==> src/rtl/game_pkg.sv <==
// Shared types, board constants and helpers for the Generals game core.
package game_pkg;

  localparam int unsigned BoardWidth       = 10;
  localparam int unsigned Log2BoardWidth   = 4;
  localparam int unsigned Log2MaxPlayerCnt = 3;
  localparam int unsigned Log2PieceTypeCnt = 2;
  localparam int unsigned Log2MaxTroop     = 9;
  localparam int unsigned Log2MaxRound     = 12;

  typedef enum logic [Log2MaxPlayerCnt-1:0] {
    PlayerNpc  = 3'd0,
    PlayerRed  = 3'd1,
    PlayerBlue = 3'd2
  } player_e;

  typedef enum logic [Log2PieceTypeCnt-1:0] {
    PieceTerritory = 2'd0,
    PieceMountain  = 2'd1,
    PieceCity      = 2'd2,
    PieceCrown     = 2'd3
  } piece_e;

  typedef enum logic [1:0] {
    StIdle,
    StTurn,
    StSweep,
    StHalt
  } sched_state_e;

  // Increment that sticks at max_val instead of wrapping.
  function automatic logic [31:0] sat_inc(input logic [31:0] val, input logic [31:0] max_val);
    return (val >= max_val) ? max_val : val + 32'd1;
  endfunction

endpackage

==> src/rtl/turn_timer.sv <==
// Per-turn timer: tick prescaler feeding a seconds countdown.
module turn_timer #(
  parameter int unsigned TICKS_PER_SEC = 100_000_000,
  parameter int unsigned TURN_SECONDS  = 10
) (
  input  logic       clk_i,
  input  logic       rst_ni,     // synchronous, active low
  input  logic       load_i,
  input  logic       enable_i,
  output logic [4:0] sec_left_o,
  output logic       expire_o
);

  localparam int unsigned TickW = (TICKS_PER_SEC > 1) ? $clog2(TICKS_PER_SEC) : 1;
  localparam logic [TickW-1:0] TickLast = TickW'(TICKS_PER_SEC - 1);

  logic [TickW-1:0] tick_q, tick_d;
  logic [4:0]       sec_q, sec_d;
  logic             wrap;

  // Next-state for prescaler and countdown; load wins over counting.
  always_comb begin
    tick_d   = tick_q;
    sec_d    = sec_q;
    wrap     = (tick_q == TickLast);
    expire_o = enable_i && wrap && (sec_q == 5'd1);
    if (load_i) begin
      tick_d = '0;
      sec_d  = 5'(TURN_SECONDS);
    end else if (enable_i) begin
      if (wrap) begin
        tick_d = '0;
        if (sec_q != 5'd0) begin
          sec_d = sec_q - 5'd1;
        end
      end else begin
        tick_d = tick_q + 1'b1;
      end
    end
  end

  // State register with synchronous reset.
  always_ff @(posedge clk_i) begin
    if (!rst_ni) begin
      tick_q <= '0;
      sec_q  <= '0;
    end else begin
      tick_q <= tick_d;
      sec_q  <= sec_d;
    end
  end

  assign sec_left_o = sec_q;

endmodule

==> src/rtl/game_turn_scheduler.sv <==
// Turn/round sequencer: alternates RED and BLUE, times each turn, and after BLUE's turn
// sweeps the board once applying troop growth through a read-modify-write cell port.
module game_turn_scheduler
  import game_pkg::*;
#(
  parameter int unsigned BORAD_WIDTH         = BoardWidth,
  parameter int unsigned LOG2_BORAD_WIDTH    = Log2BoardWidth,
  parameter int unsigned LOG2_MAX_PLAYER_CNT = Log2MaxPlayerCnt,
  parameter int unsigned LOG2_PIECE_TYPE_CNT = Log2PieceTypeCnt,
  parameter int unsigned LOG2_MAX_TROOP      = Log2MaxTroop,
  parameter int unsigned LOG2_MAX_ROUND      = Log2MaxRound,
  parameter int unsigned TICKS_PER_SEC       = 100_000_000,
  parameter int unsigned TURN_SECONDS        = 10,
  parameter int unsigned GROWTH_PERIOD       = 25
) (
  input  logic                           clock,
  input  logic                           reset,
  input  logic                           start,
  input  logic                           turn_done,
  input  logic                           game_over,
  output logic [LOG2_BORAD_WIDTH-1:0]    cell_h,
  output logic [LOG2_BORAD_WIDTH-1:0]    cell_v,
  input  logic [LOG2_MAX_PLAYER_CNT-1:0] cell_owner,
  input  logic [LOG2_PIECE_TYPE_CNT-1:0] cell_type,
  input  logic [LOG2_MAX_TROOP-1:0]      cell_troop,
  output logic                           cell_we,
  output logic [LOG2_MAX_TROOP-1:0]      cell_troop_wr,
  output logic [LOG2_MAX_PLAYER_CNT-1:0] current_player,
  output logic [LOG2_MAX_ROUND:0]        round,
  output logic [4:0]                     sec_left,
  output logic                           turn_start,
  output logic                           busy,
  output logic                           halted
);

  localparam int unsigned PlayerW = LOG2_MAX_PLAYER_CNT;
  localparam int unsigned PieceW  = LOG2_PIECE_TYPE_CNT;
  localparam int unsigned RoundW  = LOG2_MAX_ROUND + 1;

  localparam logic [31:0] TroopMax = 32'((64'd1 << LOG2_MAX_TROOP) - 64'd1);
  localparam logic [31:0] RoundMax = 32'((64'd1 << RoundW) - 64'd1);

  localparam logic [LOG2_BORAD_WIDTH-1:0] CoordLast = LOG2_BORAD_WIDTH'(BORAD_WIDTH - 1);

  localparam logic [PlayerW-1:0] PNpc  = PlayerW'(PlayerNpc);
  localparam logic [PlayerW-1:0] PRed  = PlayerW'(PlayerRed);
  localparam logic [PlayerW-1:0] PBlue = PlayerW'(PlayerBlue);

  localparam logic [PieceW-1:0] TTerritory = PieceW'(PieceTerritory);
  localparam logic [PieceW-1:0] TCity      = PieceW'(PieceCity);
  localparam logic [PieceW-1:0] TCrown     = PieceW'(PieceCrown);

  sched_state_e                 state_q, state_d;
  logic [PlayerW-1:0]           player_q, player_d;
  logic [RoundW-1:0]            round_q, round_d;
  logic [LOG2_BORAD_WIDTH-1:0]  h_q, h_d;
  logic [LOG2_BORAD_WIDTH-1:0]  v_q, v_d;
  logic                         turn_start_q, turn_start_d;
  logic                         busy_q, busy_d;
  logic                         halted_q, halted_d;

  logic timer_load;
  logic timer_en;
  logic timer_expire;
  logic owner_grows;
  logic type_grows;
  logic territory_due;

  turn_timer #(
    .TICKS_PER_SEC(TICKS_PER_SEC),
    .TURN_SECONDS (TURN_SECONDS)
  ) u_turn_timer (
    .clk_i     (clock),
    .rst_ni    (reset),
    .load_i    (timer_load),
    .enable_i  (timer_en),
    .sec_left_o(sec_left),
    .expire_o  (timer_expire)
  );

  // Growth decision for the addressed cell; the write strobe is combinational.
  always_comb begin
    owner_grows   = (cell_owner == PRed) || (cell_owner == PBlue);
    territory_due = ((32'(round_q) % GROWTH_PERIOD) == 32'd0);
    type_grows    = (cell_type == TCrown) || (cell_type == TCity) ||
                    ((cell_type == TTerritory) && territory_due);
    cell_we       = (state_q == StSweep) && owner_grows && type_grows;
    cell_troop_wr = LOG2_MAX_TROOP'(sat_inc(32'(cell_troop), TroopMax));
  end

  // Next-state logic: game_over overrides every other event.
  always_comb begin
    state_d      = state_q;
    player_d     = player_q;
    round_d      = round_q;
    h_d          = h_q;
    v_d          = v_q;
    busy_d       = busy_q;
    halted_d     = halted_q;
    turn_start_d = 1'b0;
    timer_load   = 1'b0;
    timer_en     = 1'b0;

    if (game_over) begin
      // Freeze everything in place; an unfinished sweep is simply dropped.
      state_d  = StHalt;
      halted_d = 1'b1;
      busy_d   = 1'b0;
    end else begin
      unique case (state_q)
        StIdle: begin
          if (start) begin
            state_d      = StTurn;
            player_d     = PRed;
            round_d      = RoundW'(1);
            timer_load   = 1'b1;
            turn_start_d = 1'b1;
          end
        end
        StTurn: begin
          timer_en = 1'b1;
          if (turn_done || timer_expire) begin
            if (player_q == PRed) begin
              player_d     = PBlue;
              timer_load   = 1'b1;
              turn_start_d = 1'b1;
            end else begin
              state_d = StSweep;
              h_d     = '0;
              v_d     = '0;
              busy_d  = 1'b1;
            end
          end
        end
        StSweep: begin
          if (v_q == CoordLast) begin
            v_d = '0;
            if (h_q == CoordLast) begin
              h_d          = '0;
              state_d      = StTurn;
              round_d      = RoundW'(sat_inc(32'(round_q), RoundMax));
              player_d     = PRed;
              timer_load   = 1'b1;
              turn_start_d = 1'b1;
              busy_d       = 1'b0;
            end else begin
              h_d = h_q + 1'b1;
            end
          end else begin
            v_d = v_q + 1'b1;
          end
        end
        StHalt: begin
          state_d = StHalt;
        end
        default: begin
          state_d = StIdle;
        end
      endcase
    end
  end

  // State and registered outputs with synchronous active-low reset.
  always_ff @(posedge clock) begin
    if (!reset) begin
      state_q      <= StIdle;
      player_q     <= PNpc;
      round_q      <= '0;
      h_q          <= '0;
      v_q          <= '0;
      turn_start_q <= 1'b0;
      busy_q       <= 1'b0;
      halted_q     <= 1'b0;
    end else begin
      state_q      <= state_d;
      player_q     <= player_d;
      round_q      <= round_d;
      h_q          <= h_d;
      v_q          <= v_d;
      turn_start_q <= turn_start_d;
      busy_q       <= busy_d;
      halted_q     <= halted_d;
    end
  end

  assign cell_h         = h_q;
  assign cell_v         = v_q;
  assign current_player = player_q;
  assign round          = round_q;
  assign turn_start     = turn_start_q;
  assign busy           = busy_q;
  assign halted         = halted_q;

endmodule

==> config.mk <==
export PLATFORM = sky130hd
export DESIGN_NAME = game_turn_scheduler
export DESIGN_NICKNAME = d
export VERILOG_FILES = /design/src/rtl/game_pkg.sv /design/src/rtl/turn_timer.sv /design/src/rtl/game_turn_scheduler.sv
export SDC_FILE = /design/constraint.sdc
export NUM_CORES = 1
export LEC_CHECK = 0
export CELL_PAD_IN_SITES_DETAIL_PLACEMENT = 1
export CELL_PAD_IN_SITES_GLOBAL_PLACEMENT = 1
export CORE_UTILIZATION = 43
export DETAILED_ROUTE_END_ITERATION = 16
export PLACE_DENSITY = 0.9
export SKIP_LAST_GASP = 1
export SLEW_MARGIN = 10
export SYNTH_ARGS = -nofsm -noshare
export SYNTH_HDL_FRONTEND = slang
export SYNTH_SLANG_ARGS = --single-unit
==> constraint.sdc <==
create_clock -name clock -period 10.9 [get_ports clock]
set_clock_uncertainty 0.05 [all_clocks]
set_input_delay 2.725 -clock clock [delete_from_list [all_inputs] [get_ports clock]]
set_output_delay 2.725 -clock clock [all_outputs]
set_load 0.02 [all_outputs]
### Word-level counts from Yosys, hierarchy flattened

Cells that the tools add are included.

* register bits after elaboration: 61
* bits of input ports: 19
* output and inout bits: 42
* word-level logic and storage cells: 119

* add/subtract/negate cells: 6
* divide/modulo/power cells: 1
* $lt $le $gt $ge: 2
* equality and inequality tests: 23
* muxes and demuxes: 45
* bitwise logic cells: 2
* reductions and logical operators: 29

Operators with widths (number)
* 13-bit two-way mux: 4
* 4-bit two-way mux: 9
* 32-bit zero test: 1
* 13-bit by 5-bit modulo with 32-bit output (second input constant): 1
* 27-bit by 1-bit adder with 27-bit output (second input constant): 1
* 27-bit == test (second input constant): 1
* 27-bit two-way mux: 1
* 13-bit case mux with 2 select lines: 1
* 5-bit AND reduction: 4
* 4-bit case mux with 2 select lines: 2
* 3-bit two-way mux: 5
* 13-bit by 1-bit adder with 13-bit output (second input constant): 1
* 13-bit >= comparator (second input constant): 1
* 1-bit two-way mux: 12
* 2-bit two-way mux: 6
* 2-bit nonzero test: 5
* 9-bit by 1-bit adder with 9-bit output (second input constant): 1
* 9-bit >= comparator (second input constant): 1
* 9-bit two-way mux: 1
* 3-bit inequality test (second input constant): 3
* 3-bit case mux with 3 select lines: 1
* 4-bit by 1-bit adder with 4-bit output (second input constant): 2
* 2-bit == test (second input constant): 4
* 4-bit == test (second input constant): 2
* 21 further kinds: 38

### Logic depth before layout (Yosys ltp)

* word-level depth: 11
* gate-level depth with buffers: 34
* mapped depth without buffers: 30

### Modules after synthesis

From an unflattened synthesis, not the netlist that was laid out.

* cells, all modules: 792
* area total of the unflattened synthesis: 6045.8 µm²

By module, submodules not included
* game_turn_scheduler: times used 1, cells each 597, area an instance 4380.5 µm², seq. area each 560.5 µm²
* turn_timer: times used 1, cells each 195, area an instance 1665.3 µm², seq. area each 640.6 µm²

### Least setup slack after synthesis

Ideal clock, no wire load.

* path type: register -> output
* start: reg round_q[9] (netlist: round[9])
* end: out cell_we
* data arrival time: 7003 ps
* data required time: 8125 ps
* path slack: 1122 ps
* stages on the path, launching flop included: 35
* path buffers: 4
* path through: dfxtp_1 buf_2 o31a_1 ha_1 nor2b_1 a21oi_1 o211a_1 or2_1 buf_6 nor4b_4 o211a_4 nand3_1 a31o_1 buf_6 a21oi_1 o22a_2 a21oi_2 or2_1 buf_2 nor3_1 nor2_1 xnor2_1 inv_1 ha_1 nor4_1 o32a_4 o21a_2 xnor2_1 ha_1 o221a_2 nor2_1 mux2i_1 nand2_1 o32ai_1 a22o_1

* word-level cells in the longest chain between the ends: 5

Ends and longest elaborated chain
* start, declared: RTL line game_turn_scheduler.sv:55 `logic [RoundW-1:0] round_q, round_d;`
* start signal, assigned: RTL line game_turn_scheduler.sv:177 `round_q <= round_d;`
* 13-bit by 5-bit modulo with 32-bit output: RTL line game_turn_scheduler.sv:84 `territory_due = ((32'(round_q) % GROWTH_PERIOD) == 32'd0);`
* 32-bit zero test: RTL line game_turn_scheduler.sv:84
* 1-bit logical AND: RTL line game_turn_scheduler.sv:86 `((cell_type == TTerritory) && territory_due);`
* 1-bit logical OR: RTL line game_turn_scheduler.sv:85 `type_grows = (cell_type == TCrown) || (cell_type == TCity) ||`
* 1-bit logical AND: RTL line game_turn_scheduler.sv:87 `cell_we = (state_q == StSweep) && owner_grows && type_grows;`
* end, declared: RTL line game_turn_scheduler.sv:26 `output logic cell_we,`

No other way between the ends.

### Worst setup path in the final report

* start: reg round_q[8] (netlist: round[8])
* end: out cell_we

Same word-level chain as after synthesis.

==> results.py <==
metrics = {
    "logic_synthesis": {
        "ys_warn_count": 0,
        "syn-num-nets": 804,
        "synth_compound_area_share_pct": 29.0,
        "syn_inst": 768,
        "synth_top_family_by_area": "simple AND/OR/NAND/NOR gates",
        "netlist_area_mm2": 0.00570,
        "synth.area.top_cells": "dfxtp_1 21%, nor2_1 6.9%, nand2_1 4.7%",
        "synth_ff_type": "dfxtp_1",
        "synth-seq-cells": 60,
        "yosysTopAreaCell": "dfxtp_1",
        "yosys-mux-area-fraction_pct": 2.48,
        "synth-xor-area-share_pct": 8.71,
        "synth_edf_count": 0,
        "ys_types": 102,
        "async_flop_share_pct": 0,
        "synth_top_area_share_pct": 21.1,
        "seq_area_frac_synth_pct": 21.1,
        "synth-adder-area-share_pct": 3.73,
        "synthSimpleGateAreaFrac_pct": 30.4,
        "avgSynthCellArea_um2": 7.42,
    },
    "clocking": {
        "htree_levels": 3,
        "cts-root-buf": "clkbuf_16",
        "clock_latency_ns": 0.33,
        "cts_tree": "built",
        "numCtsBuffers": 9,
        "cts.sinks": 60,
        "cts_buffer_depth": 2,
        "cts_hold_buffers": 0,
        "path_clk_slew_ns": 0.05,
    },
    "worst_hold_path": {
        "hp-class": "reg2reg",
        "worstHoldStart": "current_player[1]",
    },
    "setup_path": {
        "slowest_stage": "o31a_1",
        "worstSetupPathType": "reg2out",
        "crit_start": "round[8]",
        "cp.required_ns": 8.12,
        "critical_path.endpoint_type": "output port",
        "arrival_ns": 7.63,
        "path_max_fanout": 9,
        "r2r-start": "state_q[1]",
        "crit_path_start_kind": "register",
        "max_stage_delay_ns": 0.36,
    },
    "timing": {
        "period_minus_slack_ns": 10.40,
        "setup_viol": 0,
        "drv_slew": 0,
        "post-route-period-util_pct": 95.4,
        "relSlewSlack_pct": 20.2,
        "worstMarginPinSlew_ns": 1.19,
        "fmax_mhz": 96.1,
        "setup_tns_ns": 0,
        "rsz0062_at_grt": "no",
        "final_hold_viol_count": 0,
    },
    "drt": {
        "dr.pass1.iters": 5,
        "drc_errors": 0,
        "drt_iter0_drc": 358,
        "drt_wl_total_um": 19400,
        "via_per_inst": 6.39,
        "via_count": 6355,
        "wl_per_cell_um": 19.5,
        "ant_nets": 0,
    },
    "floorplanning": {
        "die_w_um": 117,
        "fp-row-count": 41,
        "core_mm2": 0.0128,
        "initial_core_util_pct": 44.6,
        "die_area_mm2": 0.0137,
        "die_h_um": 117,
        "ios": 61,
    },
    "finish": {
        "layout_common_cells": "105 x nor2_1, 72 x nand2_1, 60 x dfxtp_1",
        "drive_gt1_share_pct": 13.9,
        "area_delta_synth_final_pct": 20.2,
        "fillers": 1574,
        "multi_input_area_mm2": 0.00435,
        "final_common_cell": "nor2_1",
        "nets": 855,
        "num_antenna_cells": 0,
        "final-seq-area_mm2": 0.00120,
    },
    "power_and_ir_drop": {
        "power.density_mw_per_mm2": 83.5,
        "totalPowerFinal_w": 0.000572,
        "ir_drop_uv": 105,
        "power.leakage_nw": 2.46,
    },
    "run_status": {
        "outcome": "finished clean",
    },
    "global_route": {
        "antenna_found_initial": 0,
        "grt_pass1_wl_um": 30700,
        "globalRouteTotalUtil_pct": 28.2,
        "grt_pass1_vias": 6378,
        "grt-ovfl-total": 0,
        "grt_max_degree": 26,
    },
    "placement": {
        "gp_congestion": 0.872,
        "hpwl_um": 13800,
        "port_buffers": 59,
    },
    "run": {
        "cap_violations": 0,
    },
}
## worst max-delay path: cells and delay by family (launching register included)
kind | cells | cell delay [ns]
xor+xnor | 2 | 0.33
flops | 1 | 0.31
compound gates | 14 | 3.64
buf+inv | 3 | 0.49
mux | 1 | 0.20
simple gates | 9 | 1.59
fa+ha+maj | 3 | 0.73
## cell usage after synthesis (all sizes together), types with 18 or more instances
cell type and number:
nor2 106, nor3 30, and3 19, a21oi 52, dfxtp 60, o21ai 45
nand2 73, a31oi 21, inv 18, xnor2 27, clkbuf 20, xor2 28
nand3 47
## sequential cells by signal, summed over array words and instances, names as in the netlist
name                     cells
round                       13
current_player               2
busy                         1
cell_v                       4
state_q                      2
u_turn_timer.sec_left_o      5
turn_start                   1
u_turn_timer.tick_q         27
cell_h                       4
halted                       1
## layout make-up
class | count | area share (%)
clock inverters | 4 | 0.712
well taps | 172 | 3.14
inverters | 18 | 0.986
clock buffers | 11 | 3.54
flip-flops and latches | 60 | 17.5
multi-input cells | 653 | 63.5
repair buffers | 77 | 10.6
## kinds of logic after synthesis
kind of cell / count (synthesis)
AND/OR/NAND/NOR: 348
flip-flops: 60
other: 1
buffers and inverters: 55
multiplexers: 11
XOR/XNOR: 55
adder cells (fa/ha/maj): 17
AO/OA/AOI/OAI: 221
## through the flow
step	area [um2]	worst slack (ns)	utilization [%]	hold WS [ns]	std cells
after floorplan	5700	1.12	-	0.421	768
after global placement	6410	0.567	50.2	0.407	973
after detailed placement	6410	0.154	50.2	0.425	973
after CTS	6750	0.0164	52.8	0.447	991
after global routing	6860	0.0381	53.7	0.473	995
final	6860	0.496	53.7	0.446	995
## metal layers
metal	share of wire [%]	wire, um	GRT usage [%]	vias to the layer above
met3	5.5	1080	4.38	50
met4	2.5	489	11.1	0
met5	0	0	0	-
li1	-	-	-	2954
met2	51	9830	50.8	233
met1	41	8040	33.4	3118
## worst paths after layout
path | slack, ns | end | depth (start not counted)
max | 0.50 | cell_we | 32
min | 0.45 | current_player[1] | 2
max reg2reg | 7.74 | u_turn_timer.tick_q[4] | 8
min reg2reg | 0.45 | current_player[1] | 2
## where the power goes
| part | internal [W] | leakage [nW] | switching, W |
|---|---|---|---|
| registers | 0.000223 | 0.485 | 0.00000663 |
| logic | 0.0000272 | 1.83 | 0.0000374 |
| clock network | 0.000181 | 0.146 | 0.0000969 |
| total | 0.000432 | 2.46 | 0.000141 |
## timing repair
| item | in CTS | in global routing |
|---|---|---|
| endpoints found under the setup margin | 1 | 1 |
| gates resized for setup | 8 | 18 |
| pin swaps | 0 | 7 |
| buffers inserted | 3 | 4 |
(Power assumes the default switching activity.)
